File: config.mk
export PLATFORM = sky130hd
export DESIGN_NAME = nn_result_buffer_flat
export DESIGN_NICKNAME = d
export VERILOG_FILES = /design/src/rtl/nn_result_if.sv /design/src/rtl/nn_result_buffer.sv /design/src/flat_wrapper.sv
export SDC_FILE = /design/constraint.sdc
export NUM_CORES = 1
export LEC_CHECK = 0
export ABC_AREA = 1
export BUFFER_PORTS_ARGS = -buffer_cell sky130_fd_sc_hd__buf_2
export CAP_MARGIN = 20
export CORE_ASPECT_RATIO = 0.9
export CORE_MARGIN = 10
export CORE_UTILIZATION = 35
export CTS_CLUSTER_SIZE = 20
export DETAILED_ROUTE_END_ITERATION = 12
export SLEW_MARGIN = 0
export SYNTH_ARGS = -nofsm -noshare
export SYNTH_HDL_FRONTEND = slang
export SYNTH_SLANG_ARGS = --single-unit
File: constraint.sdc
create_clock -name clk -period 6.8 [get_ports clk]
set_input_delay 1.02 -clock clk [delete_from_list [all_inputs] [get_ports clk]]
set_output_delay 1.02 -clock clk [all_outputs]
set_load 0.02 [all_outputs]
File: src/rtl/nn_result_if.sv
// Result-path bundle between the MLP core, nn_result_buffer and its consumer.
// The slave modport is the buffer side; master is the core/consumer side.
interface nn_result_if #(
  parameter int unsigned DATA_W = 17,
  parameter int unsigned DEPTH  = 4
);
  localparam int unsigned CNT_W = $clog2(DEPTH) + 1;

  logic [DATA_W-1:0] out0;
  logic [DATA_W-1:0] out1;
  logic              out0_ready;
  logic              out1_ready;
  logic              res_ready;
  logic              ovf_clr;
  logic              res_valid;
  logic [DATA_W-1:0] res0;
  logic [DATA_W-1:0] res1;
  logic              res_class;
  logic [CNT_W-1:0]  count;
  logic              full;
  logic              overflow;
  logic              sync_err;

  modport master (
    output out0, out1, out0_ready, out1_ready, res_ready, ovf_clr,
    input  res_valid, res0, res1, res_class, count, full, overflow, sync_err
  );

  modport slave (
    input  out0, out1, out0_ready, out1_ready, res_ready, ovf_clr,
    output res_valid, res0, res1, res_class, count, full, overflow, sync_err
  );
endinterface

File: src/rtl/nn_result_buffer.sv
// FWFT result FIFO with argmax class for the 4-4-2 MLP core; all outputs registered.
// Optional RESULT_RELU_EN clamps negative results to zero before storing.
module nn_result_buffer #(
  parameter int unsigned DATA_W = 17,
  parameter int unsigned DEPTH  = 4
) (
  input  logic        clk,
  input  logic        rst_n,
  nn_result_if.slave  bus
);
  localparam int unsigned PTR_W = $clog2(DEPTH);
  localparam int unsigned CNT_W = PTR_W + 1;
  localparam int unsigned ENT_W = 2 * DATA_W + 1;

  // Entry layout: {class, res1, res0}
  logic [ENT_W-1:0] mem [DEPTH];

  logic [CNT_W-1:0]  wr_q, rd_q, count_q;
  logic              res_valid_q, full_q, overflow_q, sync_err_q;
  logic [ENT_W-1:0]  head_q;

  logic signed [DATA_W-1:0] in0_v, in1_v;
  logic [ENT_W-1:0]  new_ent_c, head_d;
  logic              push_c, pop_c, wr_en_c, ovf_set_c, sync_set_c;
  logic [CNT_W-1:0]  wr_d, rd_d, cnt_d;
  logic [PTR_W-1:0]  rd_idx_d;

  always_comb begin
    in0_v = bus.out0;
    in1_v = bus.out1;
`ifdef RESULT_RELU_EN
    if (in0_v < 0) in0_v = '0;
    if (in1_v < 0) in1_v = '0;
`endif
    new_ent_c = {(in1_v > in0_v), in1_v, in0_v};

    push_c     = bus.out0_ready & bus.out1_ready;
    sync_set_c = bus.out0_ready ^ bus.out1_ready;
    pop_c      = res_valid_q & bus.res_ready;
    wr_en_c    = push_c & (~full_q | pop_c);
    ovf_set_c  = push_c & full_q & ~pop_c;

    wr_d     = wr_q + CNT_W'(wr_en_c);
    rd_d     = rd_q + CNT_W'(pop_c);
    cnt_d    = wr_d - rd_d;
    rd_idx_d = rd_d[PTR_W-1:0];

    // Next head bypasses memory when it is the slot being written this cycle
    head_d = mem[rd_idx_d];
    if (wr_en_c && (wr_q[PTR_W-1:0] == rd_idx_d)) head_d = new_ent_c;
  end

  always_ff @(posedge clk) begin
    if (wr_en_c) mem[wr_q[PTR_W-1:0]] <= new_ent_c;
  end

  always_ff @(posedge clk or negedge rst_n) begin
    if (!rst_n) begin
      wr_q        <= '0;
      rd_q        <= '0;
      count_q     <= '0;
      full_q      <= 1'b0;
      res_valid_q <= 1'b0;
      head_q      <= '0;
      overflow_q  <= 1'b0;
      sync_err_q  <= 1'b0;
    end else begin
      wr_q        <= wr_d;
      rd_q        <= rd_d;
      count_q     <= cnt_d;
      full_q      <= (cnt_d == CNT_W'(DEPTH));
      res_valid_q <= (cnt_d != '0);
      if (cnt_d != '0) head_q <= head_d;
      // Set wins over a coincident clear
      overflow_q  <= ovf_set_c  | (overflow_q & ~bus.ovf_clr);
      sync_err_q  <= sync_set_c | (sync_err_q & ~bus.ovf_clr);
    end
  end

  assign bus.res_valid = res_valid_q;
  assign bus.res0      = head_q[DATA_W-1:0];
  assign bus.res1      = head_q[2*DATA_W-1:DATA_W];
  assign bus.res_class = head_q[ENT_W-1];
  assign bus.count     = count_q;
  assign bus.full      = full_q;
  assign bus.overflow  = overflow_q;
  assign bus.sync_err  = sync_err_q;
endmodule
File: src/flat_wrapper.sv
// flat-port wrapper written by rule: the top's interface ports become plain ports
module nn_result_buffer_flat 
#(
  parameter int unsigned DATA_W = 17,
  parameter int unsigned DEPTH  = 4
)
  (clk, rst_n, bus_out0, bus_out1, bus_out0_ready, bus_out1_ready, bus_res_ready, bus_ovf_clr, bus_res_valid, bus_res0, bus_res1, bus_res_class, bus_count, bus_full, bus_overflow, bus_sync_err);
  nn_result_if #(.DATA_W(DATA_W), .DEPTH(DEPTH)) bus_i ();
  input  logic clk;
  input  logic rst_n;
  input wire logic [$bits(bus_i.out0)-1:0] bus_out0;
  input wire logic [$bits(bus_i.out1)-1:0] bus_out1;
  input wire logic [$bits(bus_i.out0_ready)-1:0] bus_out0_ready;
  input wire logic [$bits(bus_i.out1_ready)-1:0] bus_out1_ready;
  input wire logic [$bits(bus_i.res_ready)-1:0] bus_res_ready;
  input wire logic [$bits(bus_i.ovf_clr)-1:0] bus_ovf_clr;
  output wire logic [$bits(bus_i.res_valid)-1:0] bus_res_valid;
  output wire logic [$bits(bus_i.res0)-1:0] bus_res0;
  output wire logic [$bits(bus_i.res1)-1:0] bus_res1;
  output wire logic [$bits(bus_i.res_class)-1:0] bus_res_class;
  output wire logic [$bits(bus_i.count)-1:0] bus_count;
  output wire logic [$bits(bus_i.full)-1:0] bus_full;
  output wire logic [$bits(bus_i.overflow)-1:0] bus_overflow;
  output wire logic [$bits(bus_i.sync_err)-1:0] bus_sync_err;
  assign bus_i.out0 = bus_out0;
  assign bus_i.out1 = bus_out1;
  assign bus_i.out0_ready = bus_out0_ready;
  assign bus_i.out1_ready = bus_out1_ready;
  assign bus_i.res_ready = bus_res_ready;
  assign bus_i.ovf_clr = bus_ovf_clr;
  assign bus_res_valid = bus_i.res_valid;
  assign bus_res0 = bus_i.res0;
  assign bus_res1 = bus_i.res1;
  assign bus_res_class = bus_i.res_class;
  assign bus_count = bus_i.count;
  assign bus_full = bus_i.full;
  assign bus_overflow = bus_i.overflow;
  assign bus_sync_err = bus_i.sync_err;
  nn_result_buffer #(.DATA_W(DATA_W), .DEPTH(DEPTH)) u_core (.clk(clk), .rst_n(rst_n), .bus(bus_i));
endmodule
==> flow_summary.ini, run 1 <==
[outcome]
outcome = completed

[floorplan]
fp.dieArea_um2 = 29300
floorplan.initialDensity_pct = 35.5
std_cell_rows = 52
die_w_um = 179
die_y_um = 163
pin_count = 82
core-area_um2 = 22500

[synth]
ys_seq_area_share_pct = 67.6
synth_flop_cell = edfxtp_1
ys_ff_latch = 188
ys_types = 31
yosysMostFrequentCell = edfxtp_1
synth.net_count = 751
synthCells = 687
yosysWarnings = 0
netlist_top_cells_area = edfxtp_1 (53%), dfrtp_1 (15%), o21ai_0 (6.9%), nor2_1 (5.4%), ha_1 (3.6%)
syn-cell-area_um2 = 8000
avgSynthCellArea_um2 = 11.6
synth_common_cells = edfxtp_1 (140), nor2_1 (115), o21ai_0 (111)
yosysTopAreaCell = edfxtp_1
synth-edff-count = 140
netlist.area_leader.share_pct = 52.6
synthArstFlopShare_pct = 25.5

[min_path]
hp-start = u_core.wr_q[2]$_DFF_PN0_
worst_hold_path_type = reg -> reg

[timing]
worst_clock_skew_ns = 0.00757
final-hold-violation-count = 0
tightest_slew_ns = 0.772
final.min_clock_period_ns = 3.46
tns_ns = 0
rsz0062_at_grt = no
relSlewSlack_pct = 48.5
drv_slew = 0
fin_crit_sh_pct = 50.9
hold_slack_ns = 0.474
max_freq_mhz = 289
setup_viol = 0

[run]
drv_cap = 0

[detailed_routing]
routed_wl_mm = 19.6
first_pass_iters = 5
routedWlPerCell_um = 18.3
vias_per_cell = 5.00
drc = 0
drt_iter0_markers = 419
vias = 5351
ant_nets = 0

[clocking]
hold_buffers = 0
root_buffer = clkbuf_16
clk_latency_ns = 0.43
clk_pin_slew_ns = 0.07
cts_made_buffers = 17
cts_setup_buffers = 0
ctsResizeCount = 0
cts.path.max_buffers = 2
clock-sinks = 188
cts_tree = done
h-tree-depth = 4

[placement]
place_area_um2 = 8670
hpwl_mm = 11.8
finalWeightedCongestion = 0.743
port-buffer-count = 81

[power]
power.switching_mw = 2.14
pwr-share-clk_pct = 20.9
power_mw = 4.93
p_per_area_nw_per_um2 = 532
p_int_mw = 2.79
p_leak_nw = 3.58
p_comb_share_pct = 46.3
pwr-share-seq_pct = 32.8
ir_drop_uv = 449
p_sw_share_pct = 43.4

[finish]
fillers = 2169
layout.nets = 824
design_area_um2 = 9280
drive_above_1_share_pct = 18.8
multi_input_area_um2 = 2220
seq_area_um2 = 5410
syn_to_final_growth_pct = 16.0
insertedDiodeCount = 0

[critical_path]
startpoint = bus_out1_ready
path_max_fanout = 36
r2r-start = u_core.bus.res_valid$_DFF_PN0_
critPathArrivalTime_ns = 3.77
reg2reg_slack_ns = 3.65
critical_path_class = in -> reg
start_kind = primary input
end_kind = flip-flop
critPathRequiredTime_ns = 7.11

[global_route]
overflow = 0
grt_first_pass_wirelength_mm = 31.0
antenna_found_initial = 1
track_usage_pct = 13.6
grt_pass1_vias = 5393
grt_max_degree = 71
[layout make-up]
class                           instances  share of cell area (%)
Sequential cell                       188                    58.3
Multi-Input combinational cell        413                    23.9
Timing Repair Buffer                   92                    5.26
Clock buffer                           17                    4.59
Tap cell                              297                    4.01
Clock inverter                         15                    1.98
Inverter                               48                    1.97
[cell usage in the layout, fill, tap and decap left out, types with 2 or more instances in the layout]
cell type and n:
edfxtp_1 140, nor2_1 111, o21ai_0 111, buf_2 81
dfrtp_1 48, inv_1 45, nand2_1 42, o22ai_1 34
nand3_1 31, o21ai_1 26, ha_1 22, clkbuf_16 17
buf_4 11, nand3_2 8, a21oi_1 5, inv_6 5
xor2_1 4, nor2_4 4, clkinv_2 4, o21ai_2 3
bufinv_16 3, clkinvlp_4 3, nand2_2 2, nand4_1 2
clkinv_4 2
[routing by layer]
layer | GRT usage [%] | wire (um) | vias up
met3 | 3.39 | 1110 | 13
met5 | 0 | 10 | -
met4 | 2.98 | 159 | 2
li1 | - | - | 2573
met2 | 21.0 | 8930 | 132
met1 | 19.0 | 9410 | 2631
[worst paths after layout]
path	endpoint	cells past startpoint
max in group asynchronous	u_core.head_q[8]$_DFFE_PN0P_	2
min reg2reg	u_core.wr_q[2]$_DFF_PN0_	1
min	u_core.wr_q[2]$_DFF_PN0_	1
max	u_core.head_q[20]$_DFFE_PN0P_	13
min in group asynchronous	u_core.head_q[24]$_DFFE_PN0P_	2
max reg2reg	u_core.head_q[20]$_DFFE_PN0P_	12
[worst max-delay path, stage by stage]
cell,delay (ns)
buf_2,0.10
ha_1,0.20
a21boi_1,0.18
ha_1,0.21
ha_1,0.28
inv_1,0.05
fa_1,0.39
xor2_1,0.20
inv_1,0.07
nand2_2,0.07
nand3_2,0.58
o21ai_0,0.30
o21ai_0,0.11
[power by group through the flow]
stage	logic [mW]	registers, mW	clock network, mW
2_1_floorplan	1.65	1.77	0
3_3_place_gp	2.27	1.64	0
3_5_place_dp	2.32	1.64	0
4_1_cts	2.32	1.62	1.05
5_1_grt	2.59	1.64	1.10
6_report	2.28	1.62	1.03
[logic make-up (layout without fill, tap and decap cells)]
logic type / count (synthesis) / after routing / share of synthesized area, %
buffers and inverters: 86 / 172 / 5.04
adders and majority gates: 24 / 24 / 3.85
and+or+nand+nor: 202 / 202 / 10.8
AOI/OAI and AO/OA: 183 / 183 / 12.3
DFF: 188 / 188 / 67.6
xor gates and xnor gates: 4 / 4 / 0.438
[state kept, by name, summed over array words and instances (netlist names)]
| register | cells |
|---|---|
| u_core.mem | 140 |
| u_core.head_q | 35 |
| u_core.bus.count | 3 |
| u_core.rd_q | 3 |
| u_core.wr_q | 3 |
| u_core.bus.full | 1 |
| u_core.bus.overflow | 1 |
| u_core.bus.res_valid | 1 |
| u_core.bus.sync_err | 1 |
[metrics by stage]
step | cells | util, % | setup WS (ns)
3_5_place_dp | 1038 | 38.5 | 2.84
6_report | 1070 | 41.2 | 3.34
3_3_place_gp | 1038 | 38.5 | 2.92
2_1_floorplan | 687 | - | 3.33
4_1_cts | 1070 | 41.2 | 3.30
5_1_grt | 1070 | 41.2 | 3.10
Note: power is estimated with default switching activity, not from simulation.
==> run 2, diff against run 1 <==
Clock period 6.8 ns to 3.1 ns, I/O delays scaled along.
==> run 2 against run 1 <==
Effect of this change:
- via count grew 0.58%
- global-route usage increased by 0.15 points
- die area did not move
- first-iteration DRC count is 12% lower
- highest routed layer unchanged
- clock power increased by 110%
==> flow_summary.ini, run 2 (synthesis results as in run 1) <==
[timing]
worst_clock_skew_ns = 0.00874
setup_viol = 0
tightest_slew_ns = 0.840
fin_crit_sh_pct = 81.5
relSlewSlack_pct = 44.0
tns_ns = 0
rsz0062_at_grt = no
final.min_clock_period_ns = 2.53
drv_slew = 0
hold_slack_ns = 0.137
max_freq_mhz = 396
final-hold-violation-count = 0

[global_route]
grt_first_pass_wirelength_mm = 31.0
overflow = 0
antenna_found_initial = 1
grtUsageMet3_pct = 3.39
grt_max_degree = 71
grt_use_met1_pct = 19.7
met2_usage_pct = 20.2
top_usage_layer = met2
track_usage_pct = 13.8
grt_pass1_vias = 5281

[finish]
layout.nets = 836
insertedDiodeCount = 0
drive_above_1_share_pct = 19.6
syn_to_final_growth_pct = 17.6
largest_register_ffs = 140
final_cell_mix = edfxtp_1 (140), nor2_1 (111), o21ai_0 (111)
fillers = 2189
layout_commonest_cell = edfxtp_1

[clocking]
clk_pin_slew_ns = 0.07
cts.path.max_buffers = 2
root_buffer = clkbuf_16
hold_buffers = 0
clock-sinks = 188
clk_latency_ns = 0.43
cts_setup_buffers = 0
cts_tree = done
h-tree-depth = 4
cts_made_buffers = 17
ctsResizeCount = 0

[power]
p_int_mw = 6.42
p_sw_share_pct = 42.4
ir_drop_uv = 1330
p_per_area_nw_per_um2 = 1180
p_comb_share_pct = 49.3
power.switching_mw = 4.72
p_leak_nw = 3.65
pwr-share-clk_pct = 19.1
pwr-share-seq_pct = 31.7
power_mw = 11.1

[detailed_routing]
vias_per_cell = 4.97
drc = 0
routed_wl_mm = 19.6
first_pass_iters = 5
routedWlPerCell_um = 18.1
ant_nets = 0
drt_iter0_markers = 369
vias = 5382

[placement]
port-buffer-count = 81
finalWeightedCongestion = 0.782
hpwl_mm = 12.4

[floorplan]
fp.dieArea_um2 = 29300
floorplan.initialDensity_pct = 35.5
core-area_um2 = 22500
die_y_um = 163
std_cell_rows = 52
die_w_um = 179
pin_count = 82

[run]
drv_cap = 0

[critical_path]
path_max_fanout = 14
end_kind = flip-flop
critical_path_class = reg -> reg
critPathArrivalTime_ns = 2.88
critPathRequiredTime_ns = 3.45
r2r-start = u_core.bus.res_valid$_DFF_PN0_
startpoint = u_core.bus.res_valid$_DFF_PN0_
start_kind = flip-flop

[min_path]
worst_hold_path_type = in -> async

[outcome]
outcome = completed
-- run 2: cell types whose count changed in the layout (fill, tap and decap cells not counted) --
cell       before  now
clkbuf_1        0    2
bufinv_16       3    1
buf_12          0    5
inv_6           5    1
buf_4          11   18
clkbuf_8        0    3
clkbuf_16      17   18
clkinv_4        2    1
clkinv_1        1    2
-- run 2: through the flow --
stage	setup WS, ns	instances	util [%]	instance area [um^2]
2_1_floorplan	0.185	687	-	8000
3_3_place_gp	0.323	1050	39.2	8820
3_5_place_dp	0.283	1050	39.2	8820
4_1_cts	0.559	1082	41.8	9400
5_1_grt	0.364	1082	41.8	9400
6_report	0.572	1082	41.8	9400
-- run 2: power by group through the flow --
stage	Clock [mW]	Sequential (mW)	Combinational (mW)
after CTS	2.17	3.53	5.57
final	2.12	3.53	5.49
after global routing	2.27	3.58	6.16
after floorplan	0	3.88	3.63
after global placement	0	3.58	5.49
after detailed placement	0	3.58	5.58
-- run 2: cell type report --
cell class,count,area (um^2),share of cell area (%)
Clock buffer,23,499,5.31
Clock inverter,9,83.8,0.892
Inverter,48,183,1.94
Multi-Input combinational cell,413,2220,23.6
Sequential cell,188,5410,57.5
Tap cell,297,372,3.95
Timing Repair Buffer,104,641,6.81
-- run 2: critical path: stages (launching register included) --
cell and delay [ns]:
dfrtp_1 0.39, nand2_1 0.12, inv_1 0.06, ha_2 0.16, ha_1 0.36, fa_1 0.45
xor2_1 0.18, inv_1 0.09, nand2_2 0.06, nand3_2 0.10, buf_4 0.21, o21ai_0 0.10
o21ai_0 0.15
-- run 2: metal layers --
metal	wire length [um]	vias to the layer above
met5	12	-
met4	177	2
met3	1090	15
met2	8830	159
met1	9480	2606
li1	-	2600
-- run 2: final timing paths --
path / to / depth (start not counted) / slack [ns]
worst max-delay path: u_core.head_q[20]$_DFFE_PN0P_ / 12 / 0.57
worst min-delay path: u_core.bus.count[1]$_DFF_PN0_ / 1 / 0.14
worst max register to register: u_core.head_q[20]$_DFFE_PN0P_ / 12 / 0.57
worst min register to register: u_core.wr_q[2]$_DFF_PN0_ / 1 / 0.48
max in group asynchronous: u_core.head_q[30]$_DFFE_PN0P_ / 2 / 2.21
min in group clk: u_core.bus.sync_err$_DFF_PN0_ / 2 / 0.22
